===== config.mk =====
export PLATFORM = sky130hd
export DESIGN_NAME = rst_seq_nexysvideo
export DESIGN_NICKNAME = d
export VERILOG_FILES = /design/src/rtl/rst_seq_nexysvideo.sv
export SDC_FILE = /design/constraint.sdc
export NUM_CORES = 1
export LEC_CHECK = 0
export CAP_MARGIN = 0
export CORE_MARGIN = 4
export CORE_UTILIZATION = 45
export CTS_BUF_LIST = sky130_fd_sc_hd__clkbuf_2 sky130_fd_sc_hd__clkbuf_4 sky130_fd_sc_hd__clkbuf_8
export DETAILED_ROUTE_END_ITERATION = 10
export HOLD_SLACK_MARGIN = 0.1
export PLACE_DENSITY = 0.65
export SLEW_MARGIN = 10
export SYNTH_ARGS = -nofsm -noshare
export SYNTH_HDL_FRONTEND = slang
export SYNTH_SLANG_ARGS = --single-unit

===== constraint.sdc =====
create_clock -name clk_i -period 2.73 [get_ports clk_i]
set_input_delay 0.4095 -clock clk_i [delete_from_list [all_inputs] [get_ports clk_i]]
set_output_delay 0.4095 -clock clk_i [all_outputs]
set_load 0.005 [all_outputs]

===== src/rtl/rst_seq_nexysvideo.sv =====
// Board reset sequencer for the Nexys Video top.
// Merges the reset button, JTAG system reset and PLL lock into one clean
// active-low system reset, with debounce, synchronisers and release stretch.
// Ports:
//   clk_i          free-running board clock
//   rst_i          synchronous active-high power-on reset
//   btn_rst_ni     raw reset pushbutton (async, active-low, bouncy)
//   srst_ni        JTAG system reset from padctl (async, active-low)
//   pll_locked_i   clkgen PLL/MMCM lock (async)
//   rst_sys_no     system reset to top_earlgrey, active-low
//   rst_active_o   high whenever the sequencer is not in RUN
//   reset_cause_o  00 POR, 01 button, 10 JTAG srst, 11 PLL lock loss
//   rst_count_o    saturating count of RUN->HOLD transitions
module rst_seq_nexysvideo #(
    parameter int unsigned SyncStages     = 2,
    parameter int unsigned DebounceCycles = 50000,
    parameter int unsigned StretchCycles  = 16
) (
    input  logic       clk_i,
    input  logic       rst_i,
    input  logic       btn_rst_ni,
    input  logic       srst_ni,
    input  logic       pll_locked_i,
    output logic       rst_sys_no,
    output logic       rst_active_o,
    output logic [1:0] reset_cause_o,
    output logic [7:0] rst_count_o
);

    localparam int unsigned DbW = $clog2(DebounceCycles + 1);
    localparam int unsigned StW = $clog2(StretchCycles + 1);

    // RUN owns its own state bit so the released reset comes from one flop.
    typedef enum logic [1:0] {
        ST_HOLD    = 2'b00,
        ST_STRETCH = 2'b01,
        ST_RUN     = 2'b10
    } state_e;

    logic [SyncStages-1:0] btn_sync, srst_sync, lock_sync;
    logic                  btn_s, srst_s, lock_s;
    logic                  btn_filt;
    logic [DbW-1:0]        db_cnt;
    logic                  req_btn, req_srst, req_lock, any_req;
    logic [1:0]            cause_sel;

    state_e         state_q, state_d;
    logic [StW-1:0] st_cnt_q, st_cnt_d;
    logic [1:0]     cause_q, cause_d;
    logic [7:0]     count_q, count_d;
    logic           active_q;

    // Input synchronisers
    always_ff @(posedge clk_i) begin
        if (rst_i) begin
            btn_sync  <= '1;
            srst_sync <= '1;
            lock_sync <= '0;
        end else begin
            btn_sync  <= {btn_sync[SyncStages-2:0], btn_rst_ni};
            srst_sync <= {srst_sync[SyncStages-2:0], srst_ni};
            lock_sync <= {lock_sync[SyncStages-2:0], pll_locked_i};
        end
    end

    assign btn_s  = btn_sync[SyncStages-1];
    assign srst_s = srst_sync[SyncStages-1];
    assign lock_s = lock_sync[SyncStages-1];

    // Button debounce: filtered value follows only after a full stable run
    always_ff @(posedge clk_i) begin
        if (rst_i) begin
            btn_filt <= 1'b1;
            db_cnt   <= '0;
        end else if (btn_s != btn_filt) begin
            if (db_cnt == DbW'(DebounceCycles - 1)) begin
                btn_filt <= btn_s;
                db_cnt   <= '0;
            end else begin
                db_cnt <= db_cnt + DbW'(1);
            end
        end else begin
            db_cnt <= '0;
        end
    end

    assign req_btn  = ~btn_filt;
    assign req_srst = ~srst_s;
    assign req_lock = ~lock_s;
    assign any_req  = req_btn | req_srst | req_lock;

    // Cause priority: lock > button > srst
    always_comb begin
        if (req_lock)     cause_sel = 2'b11;
        else if (req_btn) cause_sel = 2'b01;
        else              cause_sel = 2'b10;
    end

    // State and bookkeeping registers
    always_ff @(posedge clk_i) begin
        if (rst_i) begin
            state_q  <= ST_HOLD;
            st_cnt_q <= '0;
            cause_q  <= 2'b00;
            count_q  <= 8'd0;
            active_q <= 1'b1;
        end else begin
            state_q  <= state_d;
            st_cnt_q <= st_cnt_d;
            cause_q  <= cause_d;
            count_q  <= count_d;
            active_q <= (state_d != ST_RUN);
        end
    end

    // Next-state logic
    always_comb begin
        state_d  = state_q;
        st_cnt_d = st_cnt_q;
        cause_d  = cause_q;
        count_d  = count_q;
        case (state_q)
            ST_HOLD: begin
                if (!any_req) begin
                    state_d  = ST_STRETCH;
                    st_cnt_d = '0;
                end
            end
            ST_STRETCH: begin
                if (any_req) begin
                    state_d = ST_HOLD;
                    cause_d = cause_sel;
                end else begin
                    st_cnt_d = st_cnt_q + StW'(1);
                    if (st_cnt_q == StW'(StretchCycles - 1)) state_d = ST_RUN;
                end
            end
            ST_RUN: begin
                if (any_req) begin
                    state_d = ST_HOLD;
                    cause_d = cause_sel;
                    if (count_q != 8'hFF) count_d = count_q + 8'd1;
                end
            end
            default: state_d = ST_HOLD;
        endcase
    end

    assign rst_sys_no    = state_q[1];
    assign rst_active_o  = active_q;
    assign reset_cause_o = cause_q;
    assign rst_count_o   = count_q;

endmodule


Word level (Yosys, flattened, before mapping):

Index checks and enable logic that the tools add are counted.

* bits in read-only memories: 0
* bits of input ports: 5
* register bits after elaboration: 41
* memories: 0
* memory bits (writable): 0
* bits in latches: 0
* logic and storage cells: 46
* output and inout port bits: 12

* mux-type cells: 10
* $lt $le $gt $ge: 0
* add/subtract/negate cells: 3
* div/mod/pow operators: 0
* eq/ne operators: 9
* reductions and logical operators: 8
* bitwise operators: 6
* shifts and indexed selects: 0
* multipliers: 0

Operators with widths (number)
* $add 16x1->16 const B: 1
* $eq 16x16->1 const B: 1
* $mux 2: 6
* $mux 5: 2
* $pmux 5 s2: 1
* $add 8x1->8 const B: 1
* $ne 8x8->1 const B: 1
* $ne 2x2->1 const B: 3
* $pmux 2 s3: 1
* $reduce_and 3->1: 2
* $add 5x1->5 const B: 1
* $eq 5x4->1 const B: 1
* $not 1->1: 4
* $reduce_and 2->1: 2
* $reduce_or 3->1: 1
* $eq 2x1->1 const B: 1
* $eq 2x2->1 const B: 1
* $logic_not 2->1: 1
* $or 1x1->1: 2
* $reduce_bool 2->1: 1
* $reduce_or 2->1: 1
* $ne 1x1->1: 1

Longest topological paths before layout:

Gate-level depths: netlist of run 1.

* depth after elaboration: 6
* depth in mapped cells: 7
* gate-level depth less buffers: 7

Worst setup path before layout of run 1:

Ideal clock, no wire load.

* path type: reg2reg
* start point: register st_cnt_q[0]
* end point: register active_q (netlist: rst_active_o)
* buffers on the path: 0
* setup time: 0.137 ns
* data arrival time: 1.341 ns
* data required time: 2.593 ns
* cell stages (with the launch flop): 7
* clock period less this slack: 1.478 ns
* setup slack: 1.252 ns
* cell sequence: dfxtp_1 > ha_1 > and3_1 > ha_1 > a31oi_1 > a2111oi_2 > nand3_1

* word-level cells in the longest chain between the ends: 5

Ends and longest elaborated chain
* start, declared: RTL line 48 `logic [StW-1:0] st_cnt_q, st_cnt_d;`
* start signal, assigned: RTL line 109 `st_cnt_q <= st_cnt_d;`
* $eq 5x4->1: RTL line 135 `if (st_cnt_q == StW'(StretchCycles - 1)) state_d = ST_RUN;`
* $mux 2: RTL line 135
* $mux 2: RTL line 130 `if (any_req) begin`
* $pmux 2 s3: RTL line 122 `case (state_q)`
* $ne 2x2->1: RTL line 112 `active_q <= (state_d != ST_RUN);`
* end signal, assigned: RTL line 112
* end, declared: RTL line 51 `logic active_q;`

No other way between the ends.
A chain may end at the register's enable or synchronous reset.

Final worst setup path of run 1:

* start point: register db_cnt[0]
* end point: register db_cnt[4]

* word-level cells in the longest chain between the ends: 2
* elaborated cells between the ends (all ways): 3
* classes of those cells: 1 x add/sub; 1 x eq/ne; 1 x reduce/logical

Ends and longest elaborated chain
* start, declared: RTL line 43 `logic [DbW-1:0] db_cnt;`
* start signal, assigned: RTL line 80 `db_cnt <= db_cnt + DbW'(1);`
* parallel branches: the longest is 2 deep, another holds $add 16x1->16

Several ways; the timed one is not identified.

==> metrics, run 1 <==
post-synthesis compound-gate area fraction=approximately a tenth; worst reg2reg startpoint=db_cnt[0]; Data arrival, critical path=about 1.9 ns; Ports=17; RSZ-0062 raised after global routing=no; die area=between 5000 and 6000 sq um; NetSw=between 0.2 and 0.25 mW; vias in the first global route=about 1500; clock buffer depth=2; sequential area share after synthesis=between 40% and 50%; cell area after synthesis=roughly 1800 sq um; layout overhead on the synthesized area=17.9%; die height=just over 70 um; Finished Core Util=56.6%; sequential power share=between 50% and 60%; Cell variety after synth=38; crit path from=db_cnt[0]; # clock sinks=41; Post-Syn Instances=between 200 and 250; most frequent cells in the layout=dfxtp_1, nor2_1, clkdlybuf4s50_1; DP Cell Count=266; syn_nets=219; critical path required time=a little under 3 ns; Simple-Gate Fraction of Synth Area=27.7%; Met1 Wirelength=between 1500 and 2000 um; cts hold-fix bufs=0; TritonCTS clock tree=done; Syn Area/Cell=8.85 sq um; root buf cell=clkbuf_8; Synth Flop Type=dfxtp_1; DR vias/cell=~5.6; # rows=22; final hold vios=0; Worst-Skew Late Latency=approximately 0.29 ns; Fill cells=approximately 350; IO buf count=16; synth warn=0; peak supply drop=~0.00036 V; Max Clock Skew=~0.0058 ns; top layer in use=met4; Final HPWL DP=2690 um; DRT Pass-1 Iters=4; max incr delay on CP=0.43 ns; Setup crit start kind=flop; met3 WL=145 um; Vias=1525; P_leak=approximately 0.75 nW; Post-synth EDFFs=0; Clk pin slew, worst setup/hold paths=roughly 0.070 ns; Max Fclk=approximately 590 MHz; power consumption=roughly 1.2 mW; Layout Nets=roughly 240; Period minus WS final=~1.7 ns; Worst R2R Path Depth=5; Slew @ Worst Pin=between 0.5 and 0.6 ns; Max-Slew Margin vs Limit=61.6%; CP cell instances=ha_1, and3_2, nand4_1, nand2_1, nor2_1; Crit Path Class=flop to flop; MaxCap Viol Count=0; Routed WL per cell=around 13 um; final wirelength=3580 um; Remaining Overflow, GRT=0; combinational power share=between 3 and 4%; setup total negative slack=0 ns; Clock power frac=a little over two fifths; GP Congestion=approximately 0.78; Critical Path Fanout Max=14; Fin Hold WS=0.418 ns; Overall Global Routing Usage=15.8%; period utilization=between 60 and 70%; crit path capture type=flop; Post-CTS Repair Setup Buffers=0; setup violators final=0; reg-to-reg slack, setup=between 1 and 1.5 ns; Non-Filler Instances=between 200 and 300; core area=roughly 3800 sq um; crit path capture=db_cnt[4]; sw frac=approximately 19%; largest family of logic cells by synthesized area=simple AND/OR/NAND/NOR gates; post_cts resized=0; die span in x=roughly 70 um; Inserted Clock Buffers=5; DRC Markers=0; Adder-Cell Fraction of Synth Area=5.49%; commonest non-fill, non-tap cell in the layout=dfxtp_1; largest net degree at the start of global routing=15; mux contribution to synthesized area=less than 1%; Crit-path slowest cell=nand2_1; htree depth=2; Slew Limit Fails=0; antenna-violating nets left=0; Synth Area in XOR/XNOR=under 10%; R2R Path End=db_cnt[4]; global-route wire length before repair=6550 um; type of the most critical hold path=flop to flop; hold depth=1; DRT iter0 DRCs=66; initial antenna violation count=0; ANT cells=0; Power Internal=approximately 0.93 mW; Synth Register Bits=41; share of post-route cells with drive strength above 1=7.52%; metal2 WL=~1700 um; Initial Util=a little under half; power per standard cell area=between 500 and 600 nW/um^2; Async SR Flop Fraction=0%; status=finished, final reports clean
==> cell usage after synthesis, types with 2 or more instances <==
library cell  number  area share, %
a21oi_1           11            3.0
and3_1             6            2.1
buf_2              2           0.55
clkbuf_1           3           0.62
dfxtp_1           41             45
ha_1               8            5.5
inv_1              7            1.4
nand2_1           15            3.1
nand3_1            9            2.5
nand4_1            8            2.7
nor2_1            27            5.6
nor2b_1            4            1.4
nor3_1             5            1.4
nor4_1             4            1.4
o2111ai_1          2           0.96
o21ai_0           10            2.7
or2_2              4            1.4
or3_1              5            1.7
xnor2_1           10            4.8
xor2_1             7            3.4
==> layer usage <==
metal | up-vias | GRT usage (%)
met5 | - | 0
met2 | 26 | 26.0
li1 | 763 | -
met3 | 7 | 5.05
met4 | 0 | 5.43
met1 | 729 | 19.3
==> through the flow <==
stage	cell area, sq um	worst slack [ns]
4_1_cts	2150	1.03
5_1_grt	2150	0.836
3_3_place_gp	2030	0.854
6_report	2150	1.02
2_1_floorplan	1820	1.25
3_5_place_dp	2030	0.734
==> flip-flops by register name, indices dropped and copies added, names as in the netlist <==
name,cells
rst_count_o,8
st_cnt_q,5
srst_sync,2
btn_filt,1
btn_sync,2
db_cnt,16
reset_cause_o,2
lock_sync,2
rst_active_o,1
state_q,2
==> power by group through the flow <==
stage / Sequential (mW) / Combinational [mW] / Clock (mW)
after floorplan: 0.622 / 0.0229 / 0
after global placement: 0.623 / 0.0358 / 0
after detailed placement: 0.623 / 0.0371 / 0
after CTS: 0.609 / 0.0372 / 0.522
after global routing: 0.610 / 0.0421 / 0.553
final: 0.609 / 0.0370 / 0.506
==> worst max-delay path, delay by kind of cell (launching register included) <==
family	cells	cell delay [ns]
adders and majority gates	1	0.25
DFF	1	0.39
and+or+nand+nor	4	0.94
==> how the worst min path moves through the flow <==
stage / startpoint / to / slack, ns
2_1_floorplan: btn_sync[0] / btn_sync[1] / 0.39
3_3_place_gp: srst_sync[0] / srst_sync[1] / 0.40
3_5_place_dp: srst_sync[0] / srst_sync[1] / 0.40
4_1_cts: srst_sync[0] / srst_sync[1] / 0.42
5_1_grt: srst_sync[0] / srst_sync[1] / 0.43
6_report: srst_sync[0] / srst_sync[1] / 0.42
==> cell families (layout without fill, tap and decap cells) <==
logic type / count (synthesis) / after routing
compound gates: 31 / 31
xor+xnor: 17 / 17
fa+ha+maj: 8 / 8
buf+inv: 12 / 32
flops: 41 / 41
mux: 1 / 1
simple gates: 96 / 96
==> layout make-up <==
cell class | count | area [sq um] | share of cell area [%]
Clock inverter | 1 | 30.0 | 1.40
Inverter | 7 | 26.3 | 1.22
Sequential cell | 41 | 821 | 38.2
Timing Repair Buffer | 17 | 168 | 7.80
Tap cell | 48 | 60.1 | 2.79
Clock buffer | 7 | 90.1 | 4.19
Multi-Input combinational cell | 153 | 955 | 44.4
(Power assumes the default switching activity.)
==> inputs of run 2 (changes only) <==
--- a/config.mk
+++ b/config.mk
@@ -11,7 +11,7 @@
 export CTS_BUF_LIST = sky130_fd_sc_hd__clkbuf_2 sky130_fd_sc_hd__clkbuf_4 sky130_fd_sc_hd__clkbuf_8
 export DETAILED_ROUTE_END_ITERATION = 10
 export HOLD_SLACK_MARGIN = 0.1
-export PLACE_DENSITY = 0.65
+export PLACE_DENSITY = 0.68
 export SLEW_MARGIN = 10
 export SYNTH_ARGS = -nofsm -noshare
 export SYNTH_HDL_FRONTEND = slang
==> constraint.sdc (replaced) <==
create_clock -name clk_i -period 1.51 [get_ports clk_i]
set_input_delay 0.2265 -clock clk_i [delete_from_list [all_inputs] [get_ports clk_i]]
set_output_delay 0.2265 -clock clk_i [all_outputs]
set_load 0.005 [all_outputs]
==> run 2 against run 1 <==
Net effect:
- worst hold slack worse by 0.0087 ns
- sequential power increased by 81%
- first-iteration DRC count increased by 18%
- clock skew fell by 0.00092 ns
- critical path type is now flop to primary output
- largest cell class unchanged
- largest power group unchanged
- highest routed layer unchanged
==> metrics, run 2 (same netlist as run 1, synthesis figures left out) <==
type of the most critical hold path=flop to flop; Ports=17 (unchanged); Largest Register=db_cnt; # clock sinks=41 (unchanged); worst path bufs/invs=2 (+2); cts hold-fix bufs=0 (unchanged); IO buf count=16 (unchanged); Initial Util=48.0% (unchanged); DP Cell Count=296 (+11%); setup violators final=0 (unchanged); # rows=22 (unchanged); vias in the first global route=1443 (-2.3%); Inserted Clock Buffers=5 (unchanged); die height=71.7 um (unchanged); crit-path leading delay family=buffers and inverters; layout overhead on the synthesized area=40.6%; Routed WL per cell=13.3 um (+2.0%); Layout Nets=272 (+14%); Non-Filler Instances=308 (+12%); Data arrival, critical path=1.26 ns (-0.61 ns); most frequent cells in the layout=buf_4, dfxtp_1, nor2_1; setup total negative slack=0 ns (unchanged); Clk pin slew, worst setup/hold paths=0.08 ns (about the same); crit path capture type=primary output; critical path required time=1.28 ns (-1.61 ns); worst setup margin=0.0252 ns (-0.996 ns); core area=3800 sq um (unchanged); Remaining Overflow, GRT=0 (unchanged); Max-Slew Margin vs Limit=74.8% (+13 points); Slew @ Worst Pin=0.374 ns (-0.196 ns); antenna-violating nets left=0 (unchanged); Power Internal=1.70 mW (+83%); Clock power frac=43.6% (-0.3 points); ANT cells=0 (unchanged); Max Clock Skew=0.00483 ns (-0.000919 ns); Period minus WS final=1.48 ns; DRT Pass-1 Iters=4 (unchanged); final wirelength=4100 um (+15%); Final HPWL DP=2650 um (-1.3%); Slew Limit Fails=0 (unchanged); largest net degree at the start of global routing=13 (-2); Worst-Skew Late Latency=0.29 ns (about the same); share of post-route cells with drive strength above 1=29.2% (+22 points); die span in x=71.7 um (unchanged); worst reg2reg startpoint=rst_count_o[7]; Final Cell Area=2560 sq um (+19%); period utilization=98.3%; final hold vios=0 (unchanged); max incr delay on CP=0.49 ns (+0.06 ns); clock buffer depth=2 (unchanged); commonest non-fill, non-tap cell in the layout=buf_4; global-route wire length before repair=6410 um (-2.1%); power per standard cell area=828 nW/um^2 (+54%); crit path from=rst_count_o[0]; Crit-path slowest cell=clkdlybuf4s50_1; Max Fclk=~670 MHz; max FFs per register=16 (unchanged); sw frac=19.9% (+0.56 points); hold_sp=btn_sync[0]; power consumption=2.12 mW (+84%); DR vias/cell=5.11 (-8.1%); die area=5130 sq um (unchanged); CP cell instances=buf_4, clkdlybuf4s50_1; P_leak=0.983 nW (+31%); htree depth=2 (unchanged); initial antenna violation count=0 (unchanged); RSZ-0062 raised after global routing=yes; Overall Global Routing Usage=15.9% (+0.19 points); Critical Path Fanout Max=3 (-11); sequential power share=51.8% (-1.1 points); post-placement cell area=2270 sq um (+12%); status=finished, final reports clean; combinational power share=4.6% (+1.4 points); worst slack at placement=-0.0265 ns (-0.761 ns); Vias=1575 (+3.3%); NetSw=0.422 mW (+89%); peak supply drop=0.000567 V (+58%); Crit Path Class=flop to primary output; DRT iter0 DRCs=78 (+18%); GP Congestion=0.860 (+11%); MaxCap Viol Count=0 (unchanged); TritonCTS clock tree=done; DRC Markers=0 (unchanged); Setup crit start kind=flop; root buf cell=clkbuf_8
==> run 2: metrics by stage <==
step	hold WS [ns]	utilization, %
2_1_floorplan	0.330	-
3_3_place_gp	0.390	59.7
3_5_place_dp	0.393	59.7
4_1_cts	0.411	63.5
5_1_grt	0.427	67.5
6_report	0.409	67.5
==> run 2: power groups by stage <==
stage	combinational [mW]	clock (mW)	sequential [mW]
after global placement	0.0881	0	1.13
final	0.0966	0.925	1.10
after CTS	0.0896	0.952	1.10
after global routing	0.107	0.997	1.10
after floorplan	0.0415	0	1.13
after detailed placement	0.0886	0	1.13
==> run 2: cell type report <==
type	count	area [sq um]
Multi-Input combinational cell	153	1070
Sequential cell	41	837
Clock inverter	1	30.0
Tap cell	48	60.1
Clock buffer	7	90.1
Timing Repair Buffer	51	450
Fill cell	298	1240
Inverter	7	26.3
==> run 2: what timing repair did <==
item                       CTS  global route
gates cloned                 0             0
setup endpoints to repair    4            35
pin swaps                    1             7
resized for setup            3            34
buffers inserted             0             4
==> run 2: worst paths after layout <==
check,slack [ns],depth (start not counted),endpoint
max reg2reg,0.03,4,rst_count_o[1]
max,0.03,2,rst_count_o[0]
min reg2reg,0.41,1,btn_sync[1]
min,0.41,1,btn_sync[1]
==> run 2: layer usage <==
metal / GRT usage, % / wire (um)
met5: 0 / 0
met3: 5.33 / 147
met1: 21.2 / 2040
met2: 22.2 / 1810
met4: 9.39 / 104
==> run 2: worst reg2reg max path: stages (launching register included) <==
cell      delay (ns)
dfxtp_1         0.37
nand4_1         0.27
o211ai_1        0.38
mux2i_1         0.28
nor2_1          0.07
